===== src/rtl/scr1_sha256_msg_sched.sv =====
// SHA-256 message schedule: captures a 16-word block, then streams W[0..63]
// through a 16-word sliding window with a ready/valid handshake.
module scr1_sha256_msg_sched (
  input  logic        clk,
  input  logic        rst_n,
  input  logic        wr_en,
  input  logic [3:0]  wr_idx,
  input  logic [31:0] wr_data,
  input  logic        start,
  input  logic        abort,
  output logic        w_valid,
  input  logic        w_ready,
  output logic [31:0] w_data,
  output logic [5:0]  w_idx,
  output logic        w_last,
  output logic        busy,
  output logic        done,
  output logic        wr_drop
);

  localparam int unsigned WORD_W  = 32;
  localparam int unsigned N_WORDS = 16;
  localparam int unsigned T_W     = 6;

  typedef enum logic {
    IDLE = 1'b0,
    RUN  = 1'b1
  } state_t;

  state_t              state_q, state_d;
  logic [WORD_W-1:0]   win_q [N_WORDS];
  logic [T_W-1:0]      t_q, t_d;
  logic                last_q, last_d;
  logic                done_q, done_d;
  logic                drop_q, drop_d;
  logic                shift_c;
  logic [WORD_W-1:0]   next_word_c;

  function automatic logic [WORD_W-1:0] rotr(input logic [WORD_W-1:0] x, input int unsigned n);
    return WORD_W'((x >> n) | (x << (WORD_W - n)));
  endfunction

  function automatic logic [WORD_W-1:0] sig0(input logic [WORD_W-1:0] x);
    return rotr(x, 7) ^ rotr(x, 18) ^ (x >> 3);
  endfunction

  function automatic logic [WORD_W-1:0] sig1(input logic [WORD_W-1:0] x);
    return rotr(x, 17) ^ rotr(x, 19) ^ (x >> 10);
  endfunction

  // Next-state and control decode; abort wins over a simultaneous handshake
  always_comb begin
    state_d     = state_q;
    t_d         = t_q;
    last_d      = last_q;
    done_d      = 1'b0;
    drop_d      = 1'b0;
    shift_c     = 1'b0;
    next_word_c = sig1(win_q[14]) + win_q[9] + sig0(win_q[1]) + win_q[0];
    case (state_q)
      IDLE: begin
        if (start) begin
          state_d = RUN;
          t_d     = '0;
          last_d  = 1'b0;
        end
      end
      RUN: begin
        drop_d = wr_en;
        if (abort) begin
          state_d = IDLE;
          t_d     = '0;
          last_d  = 1'b0;
        end else if (w_ready) begin
          shift_c = 1'b1;
          t_d     = T_W'(t_q + T_W'(1));
          last_d  = (t_q == T_W'(62));
          if (t_q == T_W'(63)) begin
            state_d = IDLE;
            done_d  = 1'b1;
            last_d  = 1'b0;
          end
        end
      end
      default: state_d = IDLE;
    endcase
  end

  // Control registers
  always_ff @(posedge clk or negedge rst_n) begin
    if (!rst_n) begin
      state_q <= IDLE;
      t_q     <= '0;
      last_q  <= 1'b0;
      done_q  <= 1'b0;
      drop_q  <= 1'b0;
    end else begin
      state_q <= state_d;
      t_q     <= t_d;
      last_q  <= last_d;
      done_q  <= done_d;
      drop_q  <= drop_d;
    end
  end

  // Window: register-file writes in IDLE, shift-and-expand on each handshake
  always_ff @(posedge clk or negedge rst_n) begin
    if (!rst_n) begin
      for (int i = 0; i < N_WORDS; i++) win_q[i] <= '0;
    end else if (state_q == IDLE) begin
      if (wr_en) win_q[wr_idx] <= wr_data;
    end else if (shift_c) begin
      for (int i = 0; i < N_WORDS - 1; i++) win_q[i] <= win_q[i+1];
      win_q[N_WORDS-1] <= next_word_c;
    end
  end

  assign busy    = (state_q == RUN);
  assign w_valid = (state_q == RUN);
  assign w_data  = win_q[0];
  assign w_idx   = t_q;
  assign w_last  = last_q;
  assign done    = done_q;
  assign wr_drop = drop_q;

endmodule


===== config.mk =====
export PLATFORM = sky130hd
export DESIGN_NAME = scr1_sha256_msg_sched
export DESIGN_NICKNAME = d
export VERILOG_FILES = /design/src/rtl/scr1_sha256_msg_sched.sv
export SDC_FILE = /design/constraint.sdc
export NUM_CORES = 1
export LEC_CHECK = 0
export CAP_MARGIN = 25
export CORE_MARGIN = 1.5
export CORE_UTILIZATION = 50
export DETAILED_ROUTE_END_ITERATION = 10
export PLACE_DENSITY = 0.77
export SLEW_MARGIN = 20
export SYNTH_ARGS = -nofsm -noshare
export SYNTH_HDL_FRONTEND = slang
export SYNTH_SLANG_ARGS = --single-unit

===== constraint.sdc =====
create_clock -name clk -period 5.3 [get_ports clk]
set_clock_uncertainty 0.1 [all_clocks]
set_input_delay 1.59 -clock clk [delete_from_list [all_inputs] [get_ports clk]]
set_output_delay 1.59 -clock clk [all_outputs]
set_load 0.02 [all_outputs]

* Word-level counts from Yosys, hierarchy flattened
Index checks and enable logic that the tools add are counted.
** Operators by class
- Add/sub/neg operators :: 4
- Shift-type cells :: 0
- Magnitude comparators :: 2
- Div/mod/pow operators :: 0
- Multiply operators :: 0
- Eq/ne operators :: 5
- Multiplexer cells :: 28
- Bitwise gates (word level) :: 10
- Reduce and logical (&&, ||, !) cells :: 4
** Operators with widths (number)
- $mux W512 :: 3
- $bwmux W512 :: 1
- $demux W32 S4 :: 1
- $add A32 B32 Y32 :: 3
- $xor A32 B32 Y32 :: 2
- $mux W32 :: 1
- $or A13 B32 Y32 :: 1
- $or A14 B32 Y32 :: 1
- $or A15 B32 Y32 :: 1
- $or A25 B32 Y32 :: 1
- $xor A32 B22 Y32 :: 1
- $xor A32 B29 Y32 :: 1
- $mux W6 :: 3
- $mux W1 :: 16
- $eq A6 B6 Y1 const B :: 2
- $pmux W6 S2 :: 1
- $add A6 B1 Y6 const B :: 1
- $ge A5 B5 Y1 const B :: 1
- $lt A5 B1 Y1 const B :: 1
- $not A4 Y5 :: 1
- $pmux W1 S2 :: 2
- $reduce_and A2 Y1 :: 2
- $ne A3 B3 Y1 const B :: 1
- $ne A2 B1 Y1 const B :: 1
- other kinds (4) :: 4
** Word-level totals
- Output and inout bits :: 43
- Bits in writable memories :: 0
- Register bits :: 522
- Memories :: 0
- ROM bits :: 0
- Bits in latches :: 0
- Input port bits :: 42
- Logic and storage cells :: 74

* Longest topological paths before layout
Gate-level depths: netlist of the first run.
- Word-level depth :: 8
- Depth in mapped cells :: 16
- Depth with buffers taken out :: 15

* Least setup slack after synthesis of the first run
Ideal clock, no wire load.
- Path kind :: register to register
- Start point :: register win_q[50] (netlist name)
- End point :: register win_q[27] (netlist name)
- Buffers on the path :: 1
- Data required time :: 5.063 ns
- Library setup time :: 0.137 ns
- Stages on the path, launching flop included :: 17
- Arrival time :: 3.962 ns
- Path slack :: 1.101 ns
- Period minus slack after synthesis :: 4.199 ns
- Path through :: dfrtp_1 clkbuf_1 xor2_1 xnor2_1 fa_1 inv_1 fa_1 ha_1 fa_1 a211oi_2 o21a_2 nor2_1 o41ai_4 o31ai_2 a311oi_1 xor2_1 a21oi_1
** Between the ends
- Cells in the longest elaborated chain, start to end :: 8
** Ends and longest elaborated chain
- from (decl) :: RTL line 31 : logic [WORD_W-1:0] win_q [N_WORDS];
- from (signal, indexed assignment) :: RTL line 111 : if (wr_en) win_q[wr_idx] <= wr_data;
- from (signal, indexed assignment) :: RTL line 114 : win_q[N_WORDS-1] <= next_word_c;
- $or A15 B32 Y32 :: RTL line 40 : return WORD_W'((x >> n) | (x << (WORD_W - n)));
- $xor A32 B32 Y32 :: RTL line 48 : return rotr(x, 17) ^ rotr(x, 19) ^ (x >> 10);
- $xor A32 B22 Y32 * :: RTL line 48
- $add A32 B32 Y32 * (3 in a row) :: RTL line 59 : next_word_c = sig1(win_q[14]) + win_q[9] + sig0(win_q[1]) + win_q[0];
- $mux W512 * :: RTL line 112 : end else if (shift_c) begin
- $mux W512 * :: RTL line 110 : end else if (state_q == IDLE) begin
Mark *: on every way between the ends. The rest lies on a longest branch, timed or not. The select of a mux whose other input is x is not followed.
A chain may end at the register's enable or synchronous reset.

* Final worst setup path of the first run
Same ends and word-level chain as after synthesis.

==> results.md, run 1 <==
- The number of search-and-repair iterations in the first detailed-routing pass is 6.
- The total placed cells including tap cells is ~3600.
- Setup violations remaining at the end of the flow were counted as 0.
- After the first detailed-routing iteration, the DRC count stood at 4208.
- The startpoint of the most critical register-to-register path is win_q[50]$_DFFE_PN0P_.
- The path class of the tightest hold or removal check is reg2reg.
- Entering global routing, the biggest net connects ~120 pins.
- The via count of the first global-routing pass came to roughly 26000.
- The worst stage delay on the critical path is about 0.52 ns.
- In this run the tool buffered the top-level ports with 84 buffer cells.
- After legalization and detailed placement, the total HPWL measured ~65000 um.
- The number of cells traversed by the worst hold path is 2.
- The first global-routing pass estimated 155000 um of wire.
- Counting cells, the worst reg-to-reg path comes to 15.
- The startpoint of the tightest hold check path is win_q[7]$_DFFE_PN0P_.
- The clock insertion delay at the later pin of the skew report is 0.63 ns.
- Timing would allow up to 216 MHz.
- The overall overflow remaining after global route is 0.
- The number of failing hold endpoints at the final stage was 0.
- The H-tree depth is 2.
- Routability-driven placement finished with a final weighted congestion of between 1 and 1.5.
- STA classifies the critical path endpoint as a flop.
- The required time of the critical path is about 5.7 ns.
- Among all flip-flop cells after synthesis, the most frequent one is sky130_fd_sc_hd__dfrtp_1.
- The commonest cells after synthesis are sky130_fd_sc_hd__o22ai_1, sky130_fd_sc_hd__a21oi_1, sky130_fd_sc_hd__dfrtp_1.
- Walking the worst path, the cells encountered are xor2_1, xnor2_1, fa_1, inv_1, fa_1, ha_1, fa_1, a211oi_2, o21a_2, nor2_1, o41ai_4, o31ai_2, a311oi_1, xor2_1, a21oi_1.
- Counting I/O delays and the setup requirement, the final critical path takes roughly 4.6 ns.
- The number of placement rows is 87.
- Dividing the detail-routed via count by the number of cells gives between 7 and 8.
- The startpoint type of the worst setup path is a flop.
- The proportion of register bits with asynchronous set or reset after synthesis is 100%.
- In the post-synthesis netlist, the biggest area contributors are sky130_fd_sc_hd__dfrtp_1, sky130_fd_sc_hd__o22ai_1, sky130_fd_sc_hd__a21oi_1.
- The family with the most delay on the worst path is adder cells.
- Synthesis produced a netlist whose cell count is around 3100.
- For this configuration, the core starts out at a cell density of about half.
- From synthesis to final layout, the design area changed by 9.29%.
- STA puts the critical path data arrival time at 5.05 ns.
- Post-CTS timing repair inserted 0 buffers for setup.
- The count of unique library cells instantiated by Yosys is 64.
- TritonCTS built the clock tree.
- The number of buffers and inverters on the critical path is 1.
- The finished cells cover ~31000 sq um.
- In this run the worst path has a maximum fanout of 6.
- The global-route usage over all layers is around a third.
- The die covers around 59000 sq um.
- The core footprint is 56500 sq um.
- The detail route stage leaves a number of antenna-violating nets equal to 0.
- The worst reg-to-reg setup slack is approximately 0.66 ns.
- Across the run, the number of max-cap violations was 0.
- For this run, the register share of the synthesized area comes to around 46%.
- The Yosys step of the flow raised 0 warnings.
- Clock-pin slew was measured on the worst setup and hold paths at approximately 0.060 ns.
- By instance count, the cell type seen most on the critical path is sky130_fd_sc_hd__fa_1.
- The boundary pin count is 85.
- The flow ran to the end, and the final reports show no timing, DRC or antenna violations.
- The filler cells instantiated in the layout total around 4800.
- Summing all placed instances gives a cell area of just under 30000 sq um.
- OpenSTA, run right after detailed placement, puts the worst setup slack at about 0.77 ns.
- The x dimension of the die is roughly 240 um.
- The remaining design rule violation count is 0.
- On the critical path, the stage with the largest delay is an instance of sky130_fd_sc_hd__fa_1.
- The final number of max-transition violations was 0.
- After detailed routing, the average wire length per cell comes to 27.4 um.
- The total wire length is about 100000 um.
- Of the post-synthesis cell area, the dominant cell type holds 45.7%.
- The number of antenna violations at the first check in global routing came to 1.
- The number of buffers added by the clock tree synthesis step is 55.
- The hold-fix buffer count after cts is 0.
- Counting every sink on the clock net gives around 520.
- After routing, the total negative slack on setup checks comes to 0 ns.
- The maximum count of clock buffers along a single path is 3.
- In this run, synthesis produced a sequential element count of around 520.
- Once the clock tree was built, the resizer swapped 0 gates to a different size.
- A synthesized cell averages 9.32 sq um.
- After layout, the worst path uses between 80 and 90% of the clock period.
- The y dimension of the die is approximately 240 um.
- The fraction of layout cells with a size suffix above 1 is 6.96%.
- The origin of the worst setup path is win_q[50]$_DFFE_PN0P_.
- In this run the number of cells on the critical path is 15.
- Setup repair after global routing left no endpoint under its margin.
- Setup slack closes at ~0.66 ns.
- The normalized max-slew margin is between 20% and 30%.
- The routed via count is ~27000.
- Excluding fillers, the count of instances in the completed layout stands at roughly 3700.
- The number of nets at the end of the flow is between 3000 and 4000.
- The largest total area in the synthesized netlist belongs to sky130_fd_sc_hd__dfrtp_1.
- The most instantiated library cell after synthesis is sky130_fd_sc_hd__o22ai_1.
- The critical path is of the reg2reg type.
- The post-synth design cell area is about 29000 sq um.
- The number of flops mapped to enable cells by yosys is 0.
- At the pin with the least slew margin, the transition time is about 1.1 ns.
- The clock root buffer master is sky130_fd_sc_hd__clkbuf_16.
- The number of nets handed over by synthesis was 3204.
## worst register-to-register path, cell delays in order, from the launching register on
cell and delay (ns):
sky130_fd_sc_hd__dfrtp_1 0.46, sky130_fd_sc_hd__xor2_1 0.21, sky130_fd_sc_hd__xnor2_1 0.16, sky130_fd_sc_hd__fa_1 0.49, sky130_fd_sc_hd__inv_1 0.05, sky130_fd_sc_hd__fa_1 0.44
sky130_fd_sc_hd__ha_1 0.23, sky130_fd_sc_hd__fa_1 0.52, sky130_fd_sc_hd__a211oi_2 0.33, sky130_fd_sc_hd__o21a_2 0.23, sky130_fd_sc_hd__nor2_1 0.10, sky130_fd_sc_hd__o41ai_4 0.41
sky130_fd_sc_hd__o31ai_2 0.17, sky130_fd_sc_hd__a311oi_1 0.38, sky130_fd_sc_hd__xor2_1 0.18, sky130_fd_sc_hd__a21oi_1 0.08
## layout make-up
cell class	count	area [sq um]	share of cell area, %
Inverter	122	465	1.49
Clock inverter	17	234	0.749
Sequential cell	522	13100	41.8
Tap cell	756	946	3.03
Clock buffer	78	1560	5.00
Timing Repair Buffer	165	1610	5.16
Multi-Input combinational cell	2011	13300	42.7
Antenna cell	1	2.50	0.00801
## metrics by stage
step | hold slack, ns | util, %
after CTS | 0.398 | 55.3
after detailed placement | 0.382 | 52.1
after global placement | 0.364 | 52.1
final | 0.395 | 55.3
after global routing | 0.415 | 55.3
after floorplan | 0.350 | -
## final timing paths
| path | to |
|---|---|
| hold / removal | win_q[7]$_DFFE_PN0P_ |
| hold reg to reg | win_q[7]$_DFFE_PN0P_ |
| setup / recovery | win_q[27]$_DFFE_PN0P_ |
| min in group asynchronous | w_idx[5]$_DFFE_PN0P_ |
| setup reg to reg | win_q[27]$_DFFE_PN0P_ |
| max in group asynchronous | win_q[329]$_DFFE_PN0P_ |
## placed cells by master, fill, tap and decap left out, types with 4 or more instances in the layout
| cell type | netlist | routed |
|---|---|---|
| sky130_fd_sc_hd__nand3_1 | 8 | 8 |
| sky130_fd_sc_hd__nor2_2 | 2 | 10 |
| sky130_fd_sc_hd__a31oi_1 | 6 | 6 |
| sky130_fd_sc_hd__nor3_1 | 10 | 4 |
| sky130_fd_sc_hd__clkbuf_1 | 272 | 13 |
| sky130_fd_sc_hd__a21o_1 | 14 | 13 |
| sky130_fd_sc_hd__fa_1 | 62 | 62 |
| sky130_fd_sc_hd__a21oi_1 | 532 | 532 |
| sky130_fd_sc_hd__xnor2_1 | 94 | 94 |
| sky130_fd_sc_hd__nor3b_1 | 13 | 13 |
| sky130_fd_sc_hd__o21ai_0 | 42 | 42 |
| sky130_fd_sc_hd__xor2_1 | 56 | 56 |
| sky130_fd_sc_hd__nor3_2 | 0 | 6 |
| sky130_fd_sc_hd__inv_1 | 121 | 121 |
| sky130_fd_sc_hd__bufinv_16 | 0 | 4 |
| sky130_fd_sc_hd__buf_12 | 0 | 12 |
| sky130_fd_sc_hd__nand2_1 | 55 | 55 |
| sky130_fd_sc_hd__and3_1 | 4 | 4 |
| sky130_fd_sc_hd__clkinv_2 | 0 | 5 |
| sky130_fd_sc_hd__clkdlybuf4s50_1 | 0 | 83 |
| sky130_fd_sc_hd__o21ai_1 | 5 | 4 |
| sky130_fd_sc_hd__nand2b_1 | 5 | 5 |
| sky130_fd_sc_hd__o31ai_1 | 4 | 4 |
| sky130_fd_sc_hd__buf_4 | 37 | 68 |
| sky130_fd_sc_hd__nor2_1 | 29 | 21 |
| sky130_fd_sc_hd__dfrtp_1 | 522 | 521 |
| sky130_fd_sc_hd__mux2i_1 | 9 | 9 |
| sky130_fd_sc_hd__o22ai_1 | 968 | 968 |
| sky130_fd_sc_hd__ha_1 | 33 | 33 |
| sky130_fd_sc_hd__clkbuf_8 | 0 | 10 |
| sky130_fd_sc_hd__clkbuf_16 | 0 | 55 |
| sky130_fd_sc_hd__o21a_1 | 4 | 4 |
| sky130_fd_sc_hd__nand4_1 | 7 | 7 |
| sky130_fd_sc_hd__o211ai_1 | 4 | 4 |
## per-layer routing
metal	GRT usage [%]	wire (um)	up-vias	part of all wire [%]
met4	15.2	4700	0	4.7
li1	-	-	11300	-
met2	50.3	44800	1975	44
met3	8.62	11900	319	12
met1	45.9	39400	13200	39
met5	0	0	-	0
## kinds of logic (layout without fill, tap and decap cells)
kind of cell | count (synthesis) | after routing | synth area share [%]
compound gates | 1609 | 1609 | 33.2
buf+inv | 534 | 382 | 7.86
mux | 9 | 9 | 0.315
simple gates | 148 | 148 | 2.53
fa+ha+maj | 95 | 95 | 5.79
xor+xnor | 150 | 150 | 4.60
flops | 522 | 522 | 45.7
other cells | 0 | 1 | 0
## sequential cells by signal, summed over array words and instances, names as in the netlist
register  cells
w_idx         6
w_data       32
win_q       480
w_last        1
done          1
busy          1
wr_drop       1
Power of run 1 is left out: the tool's default activity adds up to more than one toggle a clock period on the data nets, which glitch-free logic cannot reach.
==> inputs of run 2 (changes only) <==
--- a/config.mk
+++ b/config.mk
@@ -9,8 +9,9 @@
 export CORE_MARGIN = 1.5
 export CORE_UTILIZATION = 50
 export DETAILED_ROUTE_END_ITERATION = 10
-export PLACE_DENSITY = 0.77
-export SLEW_MARGIN = 20
+export DONT_BUFFER_PORTS = 1
+export PLACE_DENSITY = 0.72
+export SLEW_MARGIN = 5
 export SYNTH_ARGS = -nofsm -noshare
 export SYNTH_HDL_FRONTEND = slang
 export SYNTH_SLANG_ARGS = --single-unit
==> results.md, run 2 (synthesis gave the netlist of run 1 again) <==
- The overall overflow remaining after global route is 0 (unchanged).
- The number of flip-flops in the largest register is 480 (unchanged).
- The relative area change from synthesis to final layout is 6.10%.
- The number of antenna violations at the first check in global routing came to 0 (-1).
- The startpoint identified for the worst hold timing path is win_q[9]$_DFFE_PN0P_.
- The signal on the critical path passes through xor2_1, xnor2_1, fa_1, inv_1, fa_1, ha_1, fa_1, a211oi_2, o21a_2, nor2_1, o41ai_4, o31ai_2, a311oi_1, xor2_1, a21oi_1.
- The worst reg-to-reg setup slack is 0.60 ns (-0.06 ns).
- The number of buffers added by the clock tree synthesis step came to 54 (-1.8%).
- The number of placement rows is 87 (unchanged).
- CTS placed an instance of sky130_fd_sc_hd__clkbuf_16 at the clock tree root.
- The number of failing hold endpoints at the final stage was 0 (unchanged).
- The register with the most flip-flops in the final layout is win_q.
- The setup fix buffers added after clock tree synthesis is 0 (unchanged).
- The x dimension of the die was 242 um (unchanged).
- The cell area after placement was 28400 sq um (-3.4%).
- The logic depth of the worst register-to-register path is 15 (unchanged).
- The total number of clock tree sinks came to 522 (unchanged).
- The number of vias per cell was 7.24 (-0.56%).
- Setup repair after global routing left no endpoint under its margin.
- The startpoint type of the worst setup path is a flop.
- The time the worst path needs with I/O delays and setup is 4.70 ns (+0.0568 ns).
- STA classifies the critical path endpoint as a flop.
- The boundary pin count was 85 (unchanged).
- The number of standard cells in the layout, taps in and fillers out was 3577 (-2.6%).
- The post-placement setup slack is 0.706 ns (-0.0610 ns).
- The violation count after the first detailed-routing iteration is 3768 (-10%).
- The global-route usage over all layers is 33.4% (-0.23 points).
- The wire length of the first global-routing pass was 153000 um (-1.7%).
- The worst register-to-register path ends at win_q[27]$_DFFE_PN0P_.
- The top cell types in the final layout, fill and taps aside, are sky130_fd_sc_hd__o22ai_1, sky130_fd_sc_hd__a21oi_1, sky130_fd_sc_hd__dfrtp_1.
- The hold path endpoint is win_q[9]$_DFFE_PN0P_.
- The routed wirelength normalized by instance count is 27.9 um (+1.8%).
- The maximum count of clock buffers along a single path was 3 (unchanged).
- The required time of the critical path came to 5.72 ns (about the same).
- The number of nets at the end of the flow was 2913 (-3.4%).
- The worst path setup slack after routing is 0.604 ns (-0.0568 ns).
- The final weighted congestion in routability-driven placement was 1.00 (-2.7%).
- In this run the critical register-to-register path is launched from win_q[50]$_DFFE_PN0P_.
- The maximum number of pins on one net before global-route repair was 523 (+350%).
- The final reports fail on slew limit.
- The number of routed nets with antenna violations is 0 (unchanged).
- The number of cells traversed by the worst hold path is 2 (unchanged).
- The die outline area is 58600 sq um (unchanged).
- The total wire length is 99900 um (-0.84%).
- The final number of max-transition violations is 453 (+453).
- The worst endpoint data arrival time is 5.11 ns (+0.06 ns).
- The total non-filler cell area in the finished layout is 30300 sq um (-2.9%).
- The fraction of layout cells with a size suffix above 1 is 7.13% (+0.16 points).
- The ratio of final minimum period to clock period is 88.6% (+1.1 points).
- The y dimension of the die is 242 um (unchanged).
- The count of maximum capacitance violations was 0 (unchanged).
- The number of search-and-repair iterations in the first detailed-routing pass is 6 (unchanged).
- The post-route setup TNS came to 0 ns (unchanged).
- The remaining design rule violation count is 0 (unchanged).
- The number of diodes added for antenna fixing came to 0 (-1).
- The normalized max-slew margin was -145% (-170 points).
- The number of setup violations in the final report was 0 (unchanged).
- The routed via count came to 25900 (-3.1%).
- The library cell used most frequently in the layout, excluding fill and tap cells, is sky130_fd_sc_hd__o22ai_1.
- The via count of the first global-routing pass came to 24100 (-7.1%).
- TritonCTS built the clock tree.
- The largest fanout on the critical path was 6 (unchanged).
- The initial core utilization was 50.6% (unchanged).
- The highest-delay cell along the critical path is sky130_fd_sc_hd__fa_1.
- The critical path is of the reg2reg type.
- The slew at the pin with the worst max-slew slack came to 3.68 ns (+2.56 ns).
- The number of input and output port buffers inserted was 0 (-100%).
- The half-perimeter wire length after detailed placement is 64400 um (-1.6%).
- The H-tree depth is 2 (unchanged).
- The type of the tightest min-delay check is reg2reg.
- The clock insertion delay at the later pin of the skew report was 0.64 ns (about the same).
- The flow ran to the end, but the final reports show violations.
- The clock slew seen by the registers of the worst setup and hold paths is 0.07 ns (about the same).
- The hold-fix buffer count after cts is 0 (unchanged).
- The number of instances resized during post-cts repair is 0 (unchanged).
- The total placed cells including tap cells is 3476 (-2.8%).
- The most repeated library cell on the critical path is sky130_fd_sc_hd__fa_1.
- The worst stage delay on the critical path was 0.51 ns (about the same).
- The core footprint came to 56500 sq um (unchanged).
- The fmax is 213 MHz (-1.2%).
## run 2: cell types whose count changed in the layout (fill, tap and decap cells not counted), moves of 2 or more
cell,before,now
sky130_fd_sc_hd__buf_4,68,57
sky130_fd_sc_hd__clkbuf_8,10,20
sky130_fd_sc_hd__clkinv_2,5,10
sky130_fd_sc_hd__buf_12,12,7
sky130_fd_sc_hd__clkbuf_1,13,4
sky130_fd_sc_hd__buf_8,2,0
sky130_fd_sc_hd__clkdlybuf4s50_1,83,0
## run 2: critical path, delay by kind of cell, from the launching register on
kind | cells | cell delay (ns)
adders and majority gates | 4 | 1.62
AOI/OAI and AO/OA | 6 | 1.57
xor gates and xnor gates | 3 | 0.67
DFF | 1 | 0.47
buffers and inverters | 1 | 0.08
and+or+nand+nor | 1 | 0.08
## run 2: how the worst max path moves through the flow
stage,from,to,slack (ns),cells after the start
2_1_floorplan,win_q[50]$_DFFE_PN0P_,win_q[27]$_DFFE_PN0P_,1.10,16
3_3_place_gp,win_q[50]$_DFFE_PN0P_,win_q[27]$_DFFE_PN0P_,0.70,15
4_1_cts,win_q[50]$_DFFE_PN0P_,win_q[27]$_DFFE_PN0P_,0.69,15
5_1_grt,win_q[50]$_DFFE_PN0P_,win_q[27]$_DFFE_PN0P_,0.40,15
3_5_place_dp,win_q[50]$_DFFE_PN0P_,win_q[27]$_DFFE_PN0P_,0.71,15
6_report,win_q[50]$_DFFE_PN0P_,win_q[27]$_DFFE_PN0P_,0.60,15
## run 2: layer usage
| metal | GRT usage (%) | vias to the layer above | part of all wire, % |
|---|---|---|---|
| li1 | - | 11100 | - |
| met1 | 48.0 | 12900 | 40 |
| met2 | 48.8 | 1663 | 44 |
| met3 | 7.46 | 245 | 12 |
| met4 | 13.5 | 0 | 4.3 |
| met5 | 0 | - | 0 |
## run 2: stage by stage
step	hold WS, ns	utilization (%)
finish	0.384	53.7
global route	0.411	53.7
CTS	0.389	53.7
detailed placement	0.376	50.3
global placement	0.369	50.2
floorplan	0.350	-
## run 2: layout make-up
| type | count | area (sq um) |
|---|---|---|
| Tap cell | 756 | 946 |
| Multi-Input combinational cell | 2011 | 13400 |
| Clock buffer | 79 | 1670 |
| Inverter | 122 | 465 |
| Clock inverter | 22 | 248 |
| Timing Repair Buffer | 65 | 579 |
| Sequential cell | 522 | 13100 |
| Fill cell | 4892 | 26200 |
Power of run 2 is left out for the same reason.
